File: config.mk
export PLATFORM = sky130hd
export DESIGN_NAME = hazard_unit_flat
export DESIGN_NICKNAME = d
export VERILOG_FILES = /design/src/rtl/hazard_unit_if.sv /design/src/rtl/hazard_unit.sv /design/src/flat_wrapper.sv
export SDC_FILE = /design/constraint.sdc
export NUM_CORES = 1
export LEC_CHECK = 0
export BUFFER_PORTS_ARGS = -buffer_cell sky130_fd_sc_hd__buf_2
export CAP_MARGIN = 20
export CORE_ASPECT_RATIO = 0.9
export CORE_UTILIZATION = 50
export DETAILED_ROUTE_END_ITERATION = 7
export PLACE_DENSITY_LB_ADDON = 0.1
export SYNTH_ARGS = -nofsm -noshare
export SYNTH_HDL_FRONTEND = slang
export SYNTH_SLANG_ARGS = --single-unit
export TNS_END_PERCENT = 20
File: constraint.sdc
create_clock -name clk -period 4.62 [get_ports clk]
set_input_delay 0.462 -clock clk [delete_from_list [all_inputs] [get_ports clk]]
set_output_delay 0.462 -clock clk [all_outputs]
set_load 0.01 [all_outputs]
File: src/rtl/hazard_unit_if.sv
// hazard_unit_if: decode/execute control bundle between the datapath (master) and the hazard unit (slave)
interface hazard_unit_if #(
   parameter int REG_AW = 5,
   parameter int CNT_W  = 32
);
   logic [REG_AW-1:0] Rs1D;
   logic [REG_AW-1:0] Rs2D;
   logic [REG_AW-1:0] RdD;
   logic              RegWriteD;
   logic [1:0]        ResultSrcD;
   logic              PCSrcE;
   logic              StallF;
   logic              StallD;
   logic              FlushD;
   logic              FlushE;
   logic [1:0]        ForwardAE;
   logic [1:0]        ForwardBE;
   logic [CNT_W-1:0]  StallCount;
   logic [CNT_W-1:0]  FlushCount;
   modport master (
      output Rs1D, Rs2D, RdD, RegWriteD, ResultSrcD, PCSrcE,
      input  StallF, StallD, FlushD, FlushE, ForwardAE, ForwardBE, StallCount, FlushCount
   );
   modport slave (
      input  Rs1D, Rs2D, RdD, RegWriteD, ResultSrcD, PCSrcE,
      output StallF, StallD, FlushD, FlushE, ForwardAE, ForwardBE, StallCount, FlushCount
   );
endinterface

File: src/rtl/hazard_unit.sv
// hazard_unit: stall/flush/forwarding control for the 5-stage pipeline; HAZARD_PERF_EN adds stall/flush counters
module hazard_unit #(
   parameter int REG_AW = 5,
   parameter int CNT_W  = 32
) (
   input  logic         clk,
   input  logic         reset,
   hazard_unit_if.slave hu
);
   logic [REG_AW-1:0] rs1_e_q, rs1_e_d, rs2_e_q, rs2_e_d, rd_e_q, rd_e_d;
   logic              reg_write_e_q, reg_write_e_d;
   logic [1:0]        result_src_e_q, result_src_e_d;
   logic [REG_AW-1:0] rd_m_q, rd_m_d, rd_w_q, rd_w_d;
   logic              reg_write_m_q, reg_write_m_d, reg_write_w_q, reg_write_w_d;
   logic              lw_stall, stall, flush_e;
   logic [1:0]        fwd_a, fwd_b;

   // hazard detection and forwarding selects from the shadow pipeline and the D inputs
   always_comb begin
      lw_stall = result_src_e_q == 2'b01 && rd_e_q != '0 && (rd_e_q == hu.Rs1D || rd_e_q == hu.Rs2D);
      stall    = lw_stall && !hu.PCSrcE;
      flush_e  = lw_stall || hu.PCSrcE;
      fwd_a    = (reg_write_m_q && rd_m_q != '0 && rd_m_q == rs1_e_q) ? 2'b10 :
                 (reg_write_w_q && rd_w_q != '0 && rd_w_q == rs1_e_q) ? 2'b01 : 2'b00;
      fwd_b    = (reg_write_m_q && rd_m_q != '0 && rd_m_q == rs2_e_q) ? 2'b10 :
                 (reg_write_w_q && rd_w_q != '0 && rd_w_q == rs2_e_q) ? 2'b01 : 2'b00;
   end

   assign hu.StallF    = stall;
   assign hu.StallD    = stall;
   assign hu.FlushD    = hu.PCSrcE;
   assign hu.FlushE    = flush_e;
   assign hu.ForwardAE = fwd_a;
   assign hu.ForwardBE = fwd_b;

   // next shadow state: E takes D (or a bubble when flushed), M and W follow one stage behind
   always_comb begin
      rs1_e_d        = flush_e ? '0 : hu.Rs1D;
      rs2_e_d        = flush_e ? '0 : hu.Rs2D;
      rd_e_d         = flush_e ? '0 : hu.RdD;
      reg_write_e_d  = flush_e ? 1'b0 : hu.RegWriteD;
      result_src_e_d = flush_e ? 2'b00 : hu.ResultSrcD;
      rd_m_d         = rd_e_q;
      reg_write_m_d  = reg_write_e_q;
      rd_w_d         = rd_m_q;
      reg_write_w_d  = reg_write_m_q;
   end

   // shadow pipeline registers, cleared asynchronously so pending hazards vanish on reset
   always_ff @(posedge clk or posedge reset) begin
      if (reset) begin
         rs1_e_q        <= '0;
         rs2_e_q        <= '0;
         rd_e_q         <= '0;
         reg_write_e_q  <= 1'b0;
         result_src_e_q <= 2'b00;
         rd_m_q         <= '0;
         reg_write_m_q  <= 1'b0;
         rd_w_q         <= '0;
         reg_write_w_q  <= 1'b0;
      end else begin
         rs1_e_q        <= rs1_e_d;
         rs2_e_q        <= rs2_e_d;
         rd_e_q         <= rd_e_d;
         reg_write_e_q  <= reg_write_e_d;
         result_src_e_q <= result_src_e_d;
         rd_m_q         <= rd_m_d;
         reg_write_m_q  <= reg_write_m_d;
         rd_w_q         <= rd_w_d;
         reg_write_w_q  <= reg_write_w_d;
      end
   end

`ifdef HAZARD_PERF_EN
   logic [CNT_W-1:0] stall_count_q, stall_count_d, flush_count_q, flush_count_d;

   // count load-use stall cycles and taken redirects, wrapping naturally
   always_comb begin
      stall_count_d = stall_count_q + CNT_W'(stall);
      flush_count_d = flush_count_q + CNT_W'(hu.PCSrcE);
   end

   // performance counter registers
   always_ff @(posedge clk or posedge reset) begin
      if (reset) begin
         stall_count_q <= '0;
         flush_count_q <= '0;
      end else begin
         stall_count_q <= stall_count_d;
         flush_count_q <= flush_count_d;
      end
   end

   assign hu.StallCount = stall_count_q;
   assign hu.FlushCount = flush_count_q;
`else
   assign hu.StallCount = {CNT_W{1'b0}};
   assign hu.FlushCount = {CNT_W{1'b0}};
`endif
endmodule

File: src/flat_wrapper.sv
// flat-port wrapper written by rule: the top's interface ports become plain ports
module hazard_unit_flat 
#(
   parameter int REG_AW = 5,
   parameter int CNT_W  = 32
)
  (clk, reset, hu_Rs1D, hu_Rs2D, hu_RdD, hu_RegWriteD, hu_ResultSrcD, hu_PCSrcE, hu_StallF, hu_StallD, hu_FlushD, hu_FlushE, hu_ForwardAE, hu_ForwardBE, hu_StallCount, hu_FlushCount);
  hazard_unit_if #(.REG_AW(REG_AW), .CNT_W(CNT_W)) hu_i ();
  input  logic clk;
  input  logic reset;
  input wire logic [$bits(hu_i.Rs1D)-1:0] hu_Rs1D;
  input wire logic [$bits(hu_i.Rs2D)-1:0] hu_Rs2D;
  input wire logic [$bits(hu_i.RdD)-1:0] hu_RdD;
  input wire logic [$bits(hu_i.RegWriteD)-1:0] hu_RegWriteD;
  input wire logic [$bits(hu_i.ResultSrcD)-1:0] hu_ResultSrcD;
  input wire logic [$bits(hu_i.PCSrcE)-1:0] hu_PCSrcE;
  output wire logic [$bits(hu_i.StallF)-1:0] hu_StallF;
  output wire logic [$bits(hu_i.StallD)-1:0] hu_StallD;
  output wire logic [$bits(hu_i.FlushD)-1:0] hu_FlushD;
  output wire logic [$bits(hu_i.FlushE)-1:0] hu_FlushE;
  output wire logic [$bits(hu_i.ForwardAE)-1:0] hu_ForwardAE;
  output wire logic [$bits(hu_i.ForwardBE)-1:0] hu_ForwardBE;
  output wire logic [$bits(hu_i.StallCount)-1:0] hu_StallCount;
  output wire logic [$bits(hu_i.FlushCount)-1:0] hu_FlushCount;
  assign hu_i.Rs1D = hu_Rs1D;
  assign hu_i.Rs2D = hu_Rs2D;
  assign hu_i.RdD = hu_RdD;
  assign hu_i.RegWriteD = hu_RegWriteD;
  assign hu_i.ResultSrcD = hu_ResultSrcD;
  assign hu_i.PCSrcE = hu_PCSrcE;
  assign hu_StallF = hu_i.StallF;
  assign hu_StallD = hu_i.StallD;
  assign hu_FlushD = hu_i.FlushD;
  assign hu_FlushE = hu_i.FlushE;
  assign hu_ForwardAE = hu_i.ForwardAE;
  assign hu_ForwardBE = hu_i.ForwardBE;
  assign hu_StallCount = hu_i.StallCount;
  assign hu_FlushCount = hu_i.FlushCount;
  hazard_unit #(.REG_AW(REG_AW), .CNT_W(CNT_W)) u_core (.clk(clk), .reset(reset), .hu(hu_i));
endmodule
==> reports/results.ini, run 1 <==
[run_status]
status = complete, no violations

[placed_design]
dp_cells = 257
gp_congestion = 0.777
hpwl_um = 2290
numPortBuffers = 28

[finish]
final_util = 0.559
drive_gt1_frac = 0.186
fill_cells = 332
area_growth_pct = 3.37
instances_no_fill = 264
antenna_cells = 0
fin_nets = 241

[detailed_routing]
first_pass_iters = 3
wl_um = 2870
num_vias = 1084
via_per_inst = 4.11
avgRoutedWirePerCell_um = 10.9
route.detailed.drc = 0
detail-route-antenna-nets = 0
detail_route.iter0.violations = 15

[pwr]
swShare = 0.251
seqPwrFrac = 0.450
power_mw = 0.648
power.switching_mw = 0.163
irDropWorstVdd_mv = 0.176
power.internal_mw = 0.485
clkPwrFrac = 0.405
power_frac_comb = 0.145
power_density_nw_per_um2 = 331
leakagePower_nw = 1.04

[clocking]
htreeDepth = 2
cts_num_sinks = 30
postCtsSetupRepairBufs = 0
cts_tree = done
clockRootBuffer = clkbuf_8
cts_made_buffers = 5
cts_resized = 0
clkSlewWorstSetupHoldPaths_ns = 0.06
cts_hold_buffers = 0
clk_latency_ns = 0.28
clockBufferDepth = 2

[sta]
tightest_slew_ns = 1.08
hold_viol_final = 0
finalSetupViolations = 0
period_minus_slack_ns = 2.63
slew_violations = 0
finClkSkew_ns = 0.00387
tns_ns = 0
fmax_ghz = 0.380
relSlewSlack = 0.274
finalCritPeriodShare = 0.569
rsz0062_at_grt = no

[global_route]
grt_start_max_net_pins = 25
grt_use_total = 0.169
grt_pass1_vias = 1019
grt_overflow_total = 0
grt_pass1_wl_um = 4750
antenna_found_initial = 0

[critical_path]
path_class = flip-flop to primary output
r2r_setup_slack_ns = 2.79
r2r_start = u_core.rd_e_q[3]
critical_path_required_ns = 4.16
endpoint_kind = primary output
start_kind = flip-flop
cp.arrival_ns = 2.17
cp_max_fo = 20
r2r-end = u_core.rs2_e_q[0]
cp-startpoint = u_core.rd_e_q[3]
rr_worst_depth = 4

[yosys]
synth_enable_flop_cells = 0
yosysMostFrequentCell = buf_4
synth_async_sr_flop_share = 1.00
seq_area_frac_synth = 0.396
yosys_warnings = 0
syn_area_um2 = 1890
synth_top_area_frac = 0.396
ys_seq_elements = 30
synthTopCellsByArea = dfrtp_1, buf_4, xnor2_1, xor2_1, nand2b_1
yosysUniqueCellTypes = 22
yosysTopAreaCell = dfrtp_1
postSynthCellCount = 192
synth_ff_type = dfrtp_1
syn_area_per_cell_um2 = 9.87
netlist_top_cells_count = buf_4, dfrtp_1, a21oi_1, nand2b_1, xnor2_1

[floorplanning]
dieArea_um2 = 4040
dieWidth_um = 66.9
start_util = 0.541
core-area_um2 = 3500
rows = 20
ioPinCount = 93
die_h_um = 60.4

[hold_path]
hp-class = input port to asynchronous set/reset pin

[flow_run]
maxCapViolCount = 0

[per-layer routing]
| layer | vias to the layer above | wire [µm] | global-route usage |
|---|---|---|---|
| met5 | - | 0 | 0 |
| met4 | 0 | 39 | 0.0821 |
| met3 | 4 | 189 | 0.0695 |
| met2 | 47 | 1500 | 0.287 |
| met1 | 493 | 1140 | 0.186 |
| li1 | 540 | - | - |
[state kept, by name, summed over array words and instances (netlist names)]
name	flops
u_core.result_src_e_q	2
u_core.rs2_e_q	5
u_core.reg_write_w_q	1
u_core.reg_write_e_q	1
u_core.rd_w_q	5
u_core.rs1_e_q	5
u_core.reg_write_m_q	1
u_core.rd_e_q	5
u_core.rd_m_q	5
[final cells by class]
cell class	instances	area, µm²	area share
sequential	30	751	0.383
clock buffer	6	82.6	0.0422
tap	44	55.1	0.0281
clock inverter	1	30.0	0.0153
timing repair buffer	30	175	0.0895
multi-input combinational	152	861	0.440
inverter	1	3.75	0.00192
[cells by family (layout without fill, tap and decap cells)]
family / Yosys count / after routing / synth area share
buffers and inverters: 73 / 38 / 0.277
and+or+nand+nor: 36 / 36 / 0.124
xor gates and xnor gates: 30 / 30 / 0.139
DFF: 30 / 30 / 0.396
AOI/OAI and AO/OA: 22 / 22 / 0.0621
other: 1 / 64 / 0.00198
[worst max-delay path by stage]
stage / end / slack [ns] / depth (start not counted)
2_1_floorplan: hu_StallF / 2.59 / 6
3_3_place_gp: hu_StallF / 2.37 / 5
3_5_place_dp: hu_StallF / 2.30 / 5
4_1_cts: hu_StallF / 1.98 / 5
5_1_grt: hu_StallD / 1.82 / 5
6_report: hu_StallF / 1.99 / 5
[cells in the final DEF, fill, tap and decap left out, types with 2 or more instances in the layout]
cell / instances
a21oi_1: 18
buf_2: 28
clkbuf_8: 6
conb_1: 64
dfrtp_1: 30
nand2_1: 2
nand2b_1: 18
nand3_1: 4
nor4_1: 2
nor4_2: 2
or4_1: 5
xnor2_1: 16
xor2_1: 14
[worst max-delay path, cell delays in order (launching register included)]
cell and delay, ns:
dfrtp_1 0.43, or4_1 0.14, nor2_1 0.04, nor3b_2 0.86, and3b_1 0.28, buf_2 0.13
[stage by stage]
step	setup slack, ns	cell area, µm²	hold WS, ns
floorplan	2.59	2130	0.331
global placement	2.37	1820	0.338
detailed placement	2.30	1850	0.336
CTS	1.98	1960	0.136
global route	1.82	1960	0.156
finish	1.99	1960	0.140
[power by group through the flow]
stage | combinational (mW) | sequential, mW | clock [mW]
2_1_floorplan | 0.112 | 0.293 | 0
3_3_place_gp | 0.0894 | 0.296 | 0
5_1_grt | 0.109 | 0.294 | 0.283
3_5_place_dp | 0.0941 | 0.297 | 0
4_1_cts | 0.0943 | 0.292 | 0.270
6_report | 0.0940 | 0.292 | 0.262
(Power assumes the default switching activity.)
==> run 2, diff against run 1 <==
Settings changed: CORE_UTILIZATION 50 to 46.
Clock period 4.62 ns to 2.5 ns, I/O delays scaled along.
==> run 2 against run 1 <==
Against the previous run: sequential share of layout area is 0.20 points higher; power is 83% higher; final area is 0.51% lower; combinational power is 82% higher; first-iteration DRC count is 150% higher; critical path type unchanged.
==> reports/results.ini, run 2 (same netlist as run 1, synthesis figures left out) <==
[finish]
seq_area_um2 = 751  ; unchanged
final_cell_mix = conb_1, dfrtp_1, buf_2
layout_commonest_cell = conb_1
antenna_cells = 0  ; unchanged
fin_nets = 242  ; +0.41%
fill_cells = 382  ; +15%
multi_input_area_um2 = 861  ; unchanged
drive_gt1_frac = 0.194  ; +0.00733
area_growth_pct = 2.84

[clocking]
cts_num_sinks = 30  ; unchanged
clk_latency_ns = 0.28  ; about the same
clockRootBuffer = clkbuf_8
cts_resized = 0  ; unchanged
clockBufferDepth = 2  ; unchanged
htreeDepth = 2  ; unchanged
clkSlewWorstSetupHoldPaths_ns = 0.07  ; about the same
cts_hold_buffers = 0  ; unchanged
cts_tree = done
postCtsSetupRepairBufs = 0  ; unchanged
cts_made_buffers = 5  ; unchanged

[pwr]
power_density_nw_per_um2 = 608  ; +84%
leakagePower_nw = 1.04  ; -0.11%
power_frac_comb = 0.145  ; about the same
power_mw = 1.18  ; +83%
power.internal_mw = 0.869  ; +79%
seqPwrFrac = 0.455  ; +0.005
irDropWorstVdd_mv = 0.265  ; +50%
swShare = 0.266  ; +0.0148
clkPwrFrac = 0.400  ; -0.005
power.switching_mw = 0.315  ; +94%

[sta]
tns_ns = 0  ; unchanged
finalSetupViolations = 0  ; unchanged
slew_violations = 0  ; unchanged
relSlewSlack = 0.650  ; +0.376
finClkSkew_ns = 0.00432  ; +0.000455 ns
fmax_ghz = 0.458
hold_viol_final = 0  ; unchanged
finalCritPeriodShare = 0.874
rsz0062_at_grt = no
period_minus_slack_ns = 2.18
tightest_slew_ns = 0.526  ; -0.559 ns

[placed_design]
numPortBuffers = 28  ; unchanged
gp_congestion = 0.731  ; -6.0%
hpwl_um = 2220  ; -3.3%

[global_route]
grt_pass1_wl_um = 4560  ; -3.9%
grt_overflow_total = 0  ; unchanged
grt_pass1_vias = 978  ; -4.0%
grt_use_total = 0.137  ; -0.0321
use_met2 = 0.208  ; -0.0796
antenna_found_initial = 0  ; unchanged
met3_usage = 0.0645  ; -0.00503
use_met1 = 0.171  ; -0.0155
grt.busiest_layer = met2
grt_start_max_net_pins = 31  ; +24%

[critical_path]
cp.arrival_ns = 1.93  ; -0.24 ns
endpoint_kind = primary output
critical_path_required_ns = 2.25  ; -1.91 ns
cp_max_fo = 4  ; -80%
start_kind = flip-flop
path_class = flip-flop to primary output

[detailed_routing]
avgRoutedWirePerCell_um = 10.6  ; -2.1%
first_pass_iters = 2  ; -1
route.detailed.drc = 0  ; unchanged
detail_route.iter0.violations = 37  ; +22
num_vias = 1124  ; +3.7%
via_per_inst = 4.19  ; +2.1%
wl_um = 2850  ; -0.66%
detail-route-antenna-nets = 0  ; unchanged

[floorplanning]
start_util = 0.494  ; -0.0469
dieWidth_um = 69.6  ; +4.1%
die_h_um = 62.9  ; +4.1%
core-area_um2 = 3840  ; +9.5%
dieArea_um2 = 4380  ; +8.4%
rows = 21  ; +5.0%
ioPinCount = 93  ; unchanged

[hold_path]
hp-class = input port to asynchronous set/reset pin

[flow_run]
maxCapViolCount = 0  ; unchanged

[run_status]
status = complete, no violations

[run 2: cell types whose count changed in the layout (fill, tap and decap cells not counted)]
cell | previous run | this run
clkinv_2 | 0 | 2
buf_6 | 0 | 1
buf_16 | 1 | 0
buf_4 | 1 | 2
clkbuf_8 | 6 | 5
[run 2: layer usage]
| metal | wire [µm] | up-vias |
|---|---|---|
| met3 | 189 | 6 |
| met5 | 0 | - |
| met4 | 34 | 0 |
| li1 | - | 548 |
| met2 | 1400 | 48 |
| met1 | 1220 | 522 |
[run 2: per-stage QoR]
step / setup slack [ns] / util / hold WS, ns / std cells / instance area, µm²
floorplan: 0.677 / - / 0.331 / 255 / 2130
global placement: 0.436 / 0.477 / 0.334 / 259 / 1830
CTS: 0.0700 / 0.505 / 0.0317 / 267 / 1940
detailed placement: 0.386 / 0.477 / 0.336 / 259 / 1830
global route: 0.183 / 0.508 / 0.0669 / 268 / 1950
finish: 0.315 / 0.508 / 0.0214 / 268 / 1950
[run 2: worst paths after layout]
path	startpoint	endpoint	slack (ns)	cells past startpoint
max in group asynchronous	reset	u_core.rd_w_q[3]	2.20	3
worst min register to register	u_core.reg_write_e_q	u_core.reg_write_m_q	0.35	0
worst min-delay path	reset	u_core.rd_w_q[0]	0.02	3
worst max register to register	u_core.rd_e_q[2]	u_core.rs1_e_q[3]	0.81	5
min in group clk	hu_ResultSrcD[0]	u_core.result_src_e_q[0]	0.19	3
worst max-delay path	u_core.rd_m_q[4]	hu_ForwardBE[0]	0.32	5
[run 2: power groups by stage]
stage          clock [mW]  sequential, mW  combinational, mW
3_5_place_dp            0           0.549              0.169
6_report            0.474           0.539              0.171
5_1_grt             0.512           0.543              0.192
2_1_floorplan           0           0.541              0.207
3_3_place_gp            0           0.548              0.168
4_1_cts             0.489           0.539              0.170
[run 2: layout make-up]
cell class                      instances  area share
Tap cell                               46      0.0295
Timing Repair Buffer                   31      0.0854
Clock inverter                          3      0.0206
Multi-Input combinational cell        152       0.442
Inverter                                1     0.00193
Clock buffer                            5      0.0353
Sequential cell                        30       0.385
[run 2: critical path, cell delays in order (launching register included)]
cell and delay (ns):
dfrtp_1 0.43, or4_1 0.55, o21ai_2 0.16, nor4_1 0.09
nor4_2 0.25, buf_2 0.16
